File: config.mk
export PLATFORM = sky130hd
export DESIGN_NAME = multi_rate_meter
export DESIGN_NICKNAME = d
export VERILOG_FILES = /design/src/rtl/multi_rate_meter.sv
export SDC_FILE = /design/constraint.sdc
export NUM_CORES = 1
export LEC_CHECK = 0
export ABC_AREA = 1
export CAP_MARGIN = 40
export CORE_AREA = 2 2 205 207
export CTS_BUF_LIST = sky130_fd_sc_hd__clkbuf_2 sky130_fd_sc_hd__clkbuf_4 sky130_fd_sc_hd__clkbuf_8
export DETAILED_ROUTE_END_ITERATION = 8
export DIE_AREA = 0 0 207 209
export PLACE_DENSITY = 0.78
export SLEW_MARGIN = 10
export SYNTH_ARGS = -nofsm -noshare
export SYNTH_HDL_FRONTEND = slang
export SYNTH_SLANG_ARGS = --single-unit
File: constraint.sdc
create_clock -name clk -period 31.8 [get_ports clk]
set_clock_uncertainty 0.2 [all_clocks]
set_input_delay 6.36 -clock clk [delete_from_list [all_inputs] [get_ports clk]]
set_output_delay 6.36 -clock clk [all_outputs]
set_load 0.005 [all_outputs]
File: src/rtl/multi_rate_meter.sv
// Multi-channel event-rate meter.
// Each channel counts synchronised rising edges on an asynchronous input line over a
// programmable window of clk cycles. Once per window it publishes the rate, the running
// min/max, a saturation flag and a limit alarm.
//
// Ports:
//   clk        - clock; all logic runs in this domain
//   reset      - asynchronous reset, active high
//   period     - window length in clk cycles (0 is treated as 1), sampled at window start
//   sig        - asynchronous measured lines, one per channel
//   lo_limit   - lower alarm limit shared by all channels
//   hi_limit   - upper alarm limit shared by all channels
//   clear      - synchronous restart of the window and of min/max tracking
//   rate       - edge count of the last completed window, channel i at [i*WIDTH +: WIDTH]
//   rate_valid - one-cycle strobe when rate/min/max/ovf/alarm update
//   rate_min   - per-channel minimum rate since reset/clear
//   rate_max   - per-channel maximum rate since reset/clear
//   ovf        - per-channel: last completed window saturated
//   alarm      - per-channel: last rate < lo_limit or > hi_limit
module multi_rate_meter #(
  parameter int unsigned CHANNELS    = 4,
  parameter int unsigned WIDTH       = 16,
  parameter int unsigned PWIDTH      = 24,
  parameter int unsigned SYNC_STAGES = 2
) (
  input  logic                      clk,
  input  logic                      reset,
  input  logic [PWIDTH-1:0]         period,
  input  logic [CHANNELS-1:0]       sig,
  input  logic [WIDTH-1:0]          lo_limit,
  input  logic [WIDTH-1:0]          hi_limit,
  input  logic                      clear,
  output logic [CHANNELS*WIDTH-1:0] rate,
  output logic                      rate_valid,
  output logic [CHANNELS*WIDTH-1:0] rate_min,
  output logic [CHANNELS*WIDTH-1:0] rate_max,
  output logic [CHANNELS-1:0]       ovf,
  output logic [CHANNELS-1:0]       alarm
);

  localparam logic [WIDTH-1:0] CntMax = '1;

  logic [CHANNELS-1:0][SYNC_STAGES-1:0] sync_q, sync_d;
  logic [CHANNELS-1:0]                  prev_q, prev_d, edge_det;
  logic [PWIDTH-1:0]                    win_cnt_q, win_cnt_d, len_q, len_d, cur_len;
  logic                                 end_cycle;
  logic [CHANNELS-1:0][WIDTH-1:0]       count_q, count_d, count_inc;
  logic [CHANNELS-1:0]                  sat_q, sat_d, sat_inc;
  logic [CHANNELS-1:0][WIDTH-1:0]       rate_q, rate_d, min_q, min_d, max_q, max_d;
  logic [CHANNELS-1:0]                  ovf_q, ovf_d, alarm_q, alarm_d;
  logic                                 valid_q, valid_d;
  logic                                 first_q, first_d;

  // Front end: synchronisers, edge detect, saturating per-window increment.
  always_comb begin
    // In the first cycle of a window the length comes straight from period, so a
    // one-cycle window is already its own end cycle.
    cur_len = len_q;
    if (win_cnt_q == '0) begin
      cur_len = (period == '0) ? PWIDTH'(1) : period;
    end
    end_cycle = (win_cnt_q == cur_len - PWIDTH'(1));

    for (int c = 0; c < int'(CHANNELS); c++) begin
      sync_d[c]    = {sync_q[c][SYNC_STAGES-2:0], sig[c]};
      prev_d[c]    = sync_q[c][SYNC_STAGES-1];
      edge_det[c]  = sync_q[c][SYNC_STAGES-1] & ~prev_q[c];
      count_inc[c] = count_q[c];
      sat_inc[c]   = sat_q[c];
      if (edge_det[c]) begin
        if (count_q[c] == CntMax) begin
          sat_inc[c] = 1'b1;
        end else begin
          count_inc[c] = count_q[c] + WIDTH'(1);
        end
      end
    end
  end

  // Window sequencing and publication.
  always_comb begin
    win_cnt_d = win_cnt_q;
    len_d     = len_q;
    count_d   = count_q;
    sat_d     = sat_q;
    rate_d    = rate_q;
    min_d     = min_q;
    max_d     = max_q;
    ovf_d     = ovf_q;
    alarm_d   = alarm_q;
    valid_d   = 1'b0;
    first_d   = first_q;

    if (clear) begin
      // Abort the window; published values hold, edges this cycle are dropped.
      win_cnt_d = '0;
      count_d   = '0;
      sat_d     = '0;
      first_d   = 1'b1;
    end else begin
      if (win_cnt_q == '0) begin
        len_d = cur_len;
      end
      if (end_cycle) begin
        win_cnt_d = '0;
        valid_d   = 1'b1;
        first_d   = 1'b0;
        count_d   = '0;
        sat_d     = '0;
        rate_d    = count_inc;
        ovf_d     = sat_inc;
        for (int c = 0; c < int'(CHANNELS); c++) begin
          alarm_d[c] = (count_inc[c] < lo_limit) | (count_inc[c] > hi_limit);
          if (first_q) begin
            min_d[c] = count_inc[c];
            max_d[c] = count_inc[c];
          end else begin
            if (count_inc[c] < min_q[c]) min_d[c] = count_inc[c];
            if (count_inc[c] > max_q[c]) max_d[c] = count_inc[c];
          end
        end
      end else begin
        win_cnt_d = win_cnt_q + PWIDTH'(1);
        count_d   = count_inc;
        sat_d     = sat_inc;
      end
    end
  end

  always_ff @(posedge clk or posedge reset) begin
    if (reset) begin
      sync_q    <= '0;
      prev_q    <= '0;
      win_cnt_q <= '0;
      len_q     <= '0;
      count_q   <= '0;
      sat_q     <= '0;
      rate_q    <= '0;
      min_q     <= '0;
      max_q     <= '0;
      ovf_q     <= '0;
      alarm_q   <= '0;
      valid_q   <= 1'b0;
      first_q   <= 1'b1;
    end else begin
      sync_q    <= sync_d;
      prev_q    <= prev_d;
      win_cnt_q <= win_cnt_d;
      len_q     <= len_d;
      count_q   <= count_d;
      sat_q     <= sat_d;
      rate_q    <= rate_d;
      min_q     <= min_d;
      max_q     <= max_d;
      ovf_q     <= ovf_d;
      alarm_q   <= alarm_d;
      valid_q   <= valid_d;
      first_q   <= first_d;
    end
  end

  assign rate       = rate_q;
  assign rate_valid = valid_q;
  assign rate_min   = min_q;
  assign rate_max   = max_q;
  assign ovf        = ovf_q;
  assign alarm      = alarm_q;

endmodule
Yosys cells after proc, flatten, opt, wreduce, memory -nomap -nowiden
Index checks and enable logic that the tools add are counted.
{"block": "totals", "regBits": 330, "latchBits": 0, "mem_bits_rw": 0, "rom_bits": 0, "input_bits": 63, "word_cells": 133, "memories": 0}
{"block": "op_classes", "add_sub_neg": 6, "n_mul": 0, "n_div": 0, "order_cmp": 16, "n_eq_ne": 5, "n_shift": 0, "n_mux": 44, "bitwise_logic": 13, "reduce_logical": 21}
{"operator": "2-to-1 mux 16 bit", "count": 24}
{"operator": "> comparator 16 bit", "count": 8}
{"operator": "less-than comparator 16 bit", "count": 8}
{"operator": "2-to-1 mux 64 bit", "count": 2}
{"operator": "2-to-1 mux 24 bit", "count": 4}
{"operator": "adder 16 x 1 -> 16 bit, second input constant", "count": 4}
{"operator": "equality test 16 bit, second input constant", "count": 4}
{"operator": "logical NOT 24 bit", "count": 2}
{"operator": "adder 24 x 1 -> 24 bit, second input constant", "count": 1}
{"operator": "equality test 24 bit", "count": 1}
{"operator": "AND reduction 3 bit", "count": 8}
{"operator": "subtractor 24 x 1 -> 24 bit, second input constant", "count": 1}
{"operator": "nonzero test 2 bit", "count": 9}
{"operator": "2-to-1 mux 1 bit", "count": 12}
{"operator": "2-to-1 mux 4 bit", "count": 2}
{"operator": "NOT 1 bit", "count": 5}
{"operator": "bitwise AND 1 bit", "count": 4}
{"operator": "bitwise OR 1 bit", "count": 4}
{"operator": "AND reduction 2 bit", "count": 2}

Depth between registers and ports, before layout
{"block": "depth", "depth_word": 7, "mapped_depth": 26, "mapped_depth_nobuf": 24}

Least setup slack after synthesis
OpenSTA, ideal clock, no wires.
{"block": "synth_path", "path_type": "in2reg", "startpoint": "input port period[21]", "endpoint": "register rate_q, in the netlist rate[14]", "setup_ns": 0.120, "arrival_time_ns": 8.653, "required_ns": 31.480, "path_slack_ns": 22.827, "stages": 21, "path_cell_list": "inv_1 -> nand3_1 -> nor2_1 -> nand3_1 -> nand3b_1 -> nand2_1 -> ha_1 -> inv_1 -> nor2_1 -> nand2_2 -> nor2_4 -> nand3b_1 -> nand2_1 -> nand2_1 -> nor2_1 -> nand2_2 -> nor2_8 -> nand3_4 -> buf_6 -> nand2_1 -> nand2_1"}
{"block": "synth_via", "elab_chain_len": 6}
{"item": "from (decl)", "line_no": "28", "rtl": "input logic [PWIDTH-1:0] period,"}
{"item": "logical NOT 24 bit", "line_no": "60", "rtl": "cur_len = (period == '0) ? PWIDTH'(1) : period;"}
{"item": "2-to-1 mux 24 bit (*)", "line_no": "60"}
{"item": "2-to-1 mux 24 bit (*)", "line_no": "59", "rtl": "if (win_cnt_q == '0) begin"}
{"item": "subtractor 24 x 1 -> 24 bit (*)", "line_no": "62", "rtl": "end_cycle = (win_cnt_q == cur_len - PWIDTH'(1));"}
{"item": "equality test 24 bit (*)", "line_no": "62"}
{"item": "AND reduction 2 bit (no source line) (*)"}
{"item": "to (signal assigned)", "line_no": "152", "rtl": "rate_q <= rate_d;"}
{"item": "to (decl)", "line_no": "49", "rtl": "logic [CHANNELS-1:0][WIDTH-1:0] rate_q, rate_d, min_q, min_d, max_q, max_d;"}
Mark *: on every way between the ends. The rest lies on a longest branch, timed or not.
A chain may end at the register's enable or synchronous reset.

==> run summary <==
The run finished with clean final reports. The share of the yosys chip area belonging to registers came out at 37.13%. The via count of the routed design came out at 20810. Yosys attributes the largest share of cell area to dfrtp_1, ha_1, nand2_1.

After layout, the worst setup slack is 21.62 ns. Fill cells in the final layout number 3497. The count of yosys warnings during synthesis came out at 0. Power comes to 1.039 mW. The I/O pin count came out at 264. The instance count of the mapped netlist came out at 2897.

The width of the die came out at 207 um. The delay of the slowest critical-path stage came out at 0.75 ns. In the final layout, the share of cells above drive strength 1 is 6.463%. The most used flip-flop cell after synthesis is dfrtp_1. The final core area utilization came out at 64.57%.

The average instance in the mapped netlist occupies 7.679 sq um. Static timing analysis puts the maximum clock frequency at 98.22 MHz. The total die area is 0.04326 sq mm. The power density relative to cell area is 38.98 mW/mm^2. The smallest clock period supported by the final layout is computed as 10.18 ns. The clock tree synthesis step divided the H-tree into 2 levels. The floorplan has 75 rows.

The post-detailed-route DRC marker count is 0. Routability-driven placement finished with a final weighted congestion of 0.9342. The data arrival at the endpoint of the critical path is 10.48 ns. The wire length of the first global-routing pass is 107600 um. The critical path's slowest cell is buf_4. Net switching is 30.04% of the power. The sequential share of power came out at 42.8%. The worst max-slew margin expressed relative to the limit came out at 30.27%. TritonCTS built the clock tree.

The clock buffer count from CTS came out at 57. The synthesized design contains 330 register bits. The iteration count of the initial detailed-routing pass is 5. The effective utilization at floorplan is 53.88%. The reg-to-reg setup timing slack is 26.48 ns. Adding up every negative setup slack in the final design gives 0 ns. Hold repair after CTS inserted 0 buffers. The required time at the endpoint of the critical path is 32.10 ns.

The type of the setup path with the least slack is primary input to flip-flop. Entering global routing, the biggest net connects 104 pins. Setup repair after global routing left no endpoint under its margin.

Along the worst path, the maximum fanout reaches 68. The critical path buffer and inverter count is 2. After synthesis the cells add up to 0.02225 sq mm. Counting every sink on the clock net gives 330.

The worst hold margin came out at 0.1471 ns. The largest total area in the synthesized netlist belongs to dfrtp_1. After detailed routing, the total wire length is 66740 um. The wire length per cell is 17.83 um. After clock tree synthesis, the clock-pin slew on the worst setup and hold paths is 0.06 ns.

The finished cells cover 0.02666 sq mm. The residual overflow from global routing is 0. The initial antenna violation count was 4. The number of failing hold endpoints at the final stage came out at 0.

The signal on the critical path passes through clkdlybuf4s50_1 -> nor2_1 -> nand2_1 -> nor2_1 -> nand3_1 -> nand3b_1 -> nand2_1 -> ha_1 -> nand3_1 -> nor2_2 -> nand3_1 -> nor2_1 -> nand3b_1 -> nand2_1 -> nand2_1 -> nor2_1 -> nand2_1 -> o21ai_4 -> buf_4 -> nor2_1. The non-filler instance count after layout is 3743. The final setup violation count is 0. The via density per instance is 5.559. Cell internal power was estimated by the tool at 727.2 uW. In this design, the largest share of critical-path delay is due to simple AND/OR/NAND/NOR gates.

The worst-case IR drop observed on VDD is 27.57 uV. The count of unique library cells instantiated by Yosys is 51. Across the run, the number of max-cap violations was 0. The area share of the largest cell type after synthesis is 37.01%.

In this run, the combinational gates consume 17.7% of the power. The number of enable-type register cells in the synthesized netlist came out at 0. For this run, asynchronously set or reset flops after synthesis account for 100.0%. The number of cells upsized or downsized after cts came out at 0. In this run the worst hold path is classified as flip-flop to flip-flop. The slew at the pin closest to its max-slew limit is 1.046 ns. The share of the clock period used by the worst path after layout came out at 32.02%.

The reported net switching power came out at 312.2 uW. The clock share of power is 39.5%. The maximum clock insertion buffer count is 3.

Measured along the y axis, the die boundary spans 209 um. In this run the clock root is driven by a clkbuf_8. The worst setup path is captured at a flip-flop. The clock latency of the later-clocked register in the worst-skew pair is 0.67 ns. The final antenna-violating net count is 0. The number of global-route vias before repair is 20940. The worst slack at placement came out at 21.00 ns.

The placed instance area came out at 0.02544 sq mm. The core region is 0.04129 sq mm. The worst setup path is launched from a primary input. After detailed placement, the design holds a cell count of 3644. The post-CTS setup-driven buffer insertion count is 0. The placed wire-length estimate after detailed placement came out at 48920 um.

The number of DRC markers in iteration 0 came out at 1584. The leakage power of the design came out at 13.80 nW. The number of buffers added on ports came out at 263. The total count of max-transition violations in the final report came out at 0.

The net count after synthesis came out at 3215. The relative area change from synthesis to final layout came out at 19.85%. The total routing resource utilization after global routing came out at 30.93%.

The layout net count is 3484.
Yosys cell counts (2+ instances only):
library cell	number
nor4_1	11
nand2_4	4
nand3_4	10
xnor2_1	5
dfrtp_1	329
nor2_2	8
nor2_1	267
o221ai_1	5
or2_2	3
o2111ai_1	6
o21ai_0	53
buf_2	47
nand2_2	16
a21oi_1	103
nand3b_1	10
xor2_1	75
ha_1	255
buf_6	9
inv_2	4
nand3_1	287
nor3b_1	5
nor2_8	3
nor3_1	32
o211ai_1	2
inv_1	399
clkbuf_1	22
a2111oi_0	2
o21bai_1	7
nand2_1	786
o221a_2	4
mux2_2	16
o21a_1	3
a221oi_1	6
nand4_1	62
a211oi_1	15
nor2_4	10
o21ai_1	2
final timing paths:
kind	start	endpoint	depth (start not counted)
setup / recovery	period[19]	count_q[23]	20
hold / removal	sync_d[3]	prev_d[1]	0
setup reg to reg	win_cnt_q[0]	count_q[23]	21
hold reg to reg	sync_d[3]	prev_d[1]	0
max in group asynchronous	reset	rate_max[10]	4
min in group asynchronous	reset	len_q[22]	2
layout make-up:
cell class | instances | area (sq um) | share of cell area, %
Multi-Input combinational cell | 2084 | 12060 | 45.24
Inverter | 404 | 1524 | 5.716
Clock inverter | 13 | 120.1 | 0.4505
Sequential cell | 330 | 8259 | 30.98
Antenna cell | 1 | 2.502 | 0.009386
Clock buffer | 83 | 1067 | 4.003
Timing Repair Buffer | 289 | 2953 | 11.08
Tap cell | 539 | 674.4 | 2.529
sequential cells by signal, summed over array words and instances (netlist names), 4 cells and up:
name / count
alarm: 4
sat_q: 4
win_cnt_q: 24
rate_min: 64
len_q: 24
prev_q: 4
rate: 64
count_q: 64
rate_max: 64
ovf: 4
prev_d: 4
sync_d: 4
layer usage:
metal	vias to the layer above	GRT usage, %	part of all wire (%)
li1	9930	-	-
met1	9845	40.55	43
met2	829	49.54	45
met3	201	5.440	7.3
met4	4	15.37	4.9
met5	-	0	0.039
worst register-to-register path, stage by stage (launching register included):
cell      delay [ns]
dfrtp_1         0.43
inv_1           0.12
ha_1            0.17
nand2_1         0.10
nor2_4          0.46
nand3_4         0.37
nand2_1         0.16
nand2_1         0.10
inv_1           0.11
ha_1            0.21
nand3_1         0.10
nor2_2          0.16
nand3_1         0.20
nor2_1          0.20
nand3b_1        0.10
nand2_1         0.09
nand2_1         0.06
nor2_1          0.11
nand2_1         0.17
o21ai_4         0.68
buf_4           0.75
nor2_1          0.14
power groups by stage:
stage / clock network, mW / registers (mW) / logic (mW)
2_1_floorplan: 0 / 0.449 / 0.133
3_3_place_gp: 0 / 0.450 / 0.175
3_5_place_dp: 0 / 0.452 / 0.182
4_1_cts: 0.417 / 0.445 / 0.183
5_1_grt: 0.435 / 0.446 / 0.207
6_report: 0.410 / 0.445 / 0.184
cells in the final DEF (no fill, tap or decap), drive strengths merged, types with 2 or more instances in the layout:
cell / count
a2111oi: 2
a211oi: 15
a21oi: 103
a221oi: 6
buf: 26
bufinv: 2
clkbuf: 83
clkdlybuf4s50: 263
clkinv: 10
clkinvlp: 2
dfrtp: 329
ha: 255
inv: 403
mux2: 16
nand2: 806
nand3: 298
nand3b: 10
nand4: 62
nor2: 288
nor3: 32
nor3b: 5
nor4: 11
o2111ai: 6
o211ai: 2
o21a: 3
o21ai: 55
o21bai: 8
o221a: 4
o221ai: 5
or2: 3
xnor2: 5
xor2: 75
cell families (layout without fill, tap and decap cells):
logic type / after synthesis / in the layout / share of synthesized area (%)
xor+xnor: 80 / 80 / 3.150
other cells: 0 / 1 / 0
flops: 330 / 330 / 37.13
buf+inv: 483 / 789 / 8.735
fa+ha+maj: 255 / 255 / 14.34
mux: 16 / 16 / 0.8099
simple gates: 1518 / 1518 / 30.16
compound gates: 215 / 215 / 5.675
(Power assumes the default switching activity.)
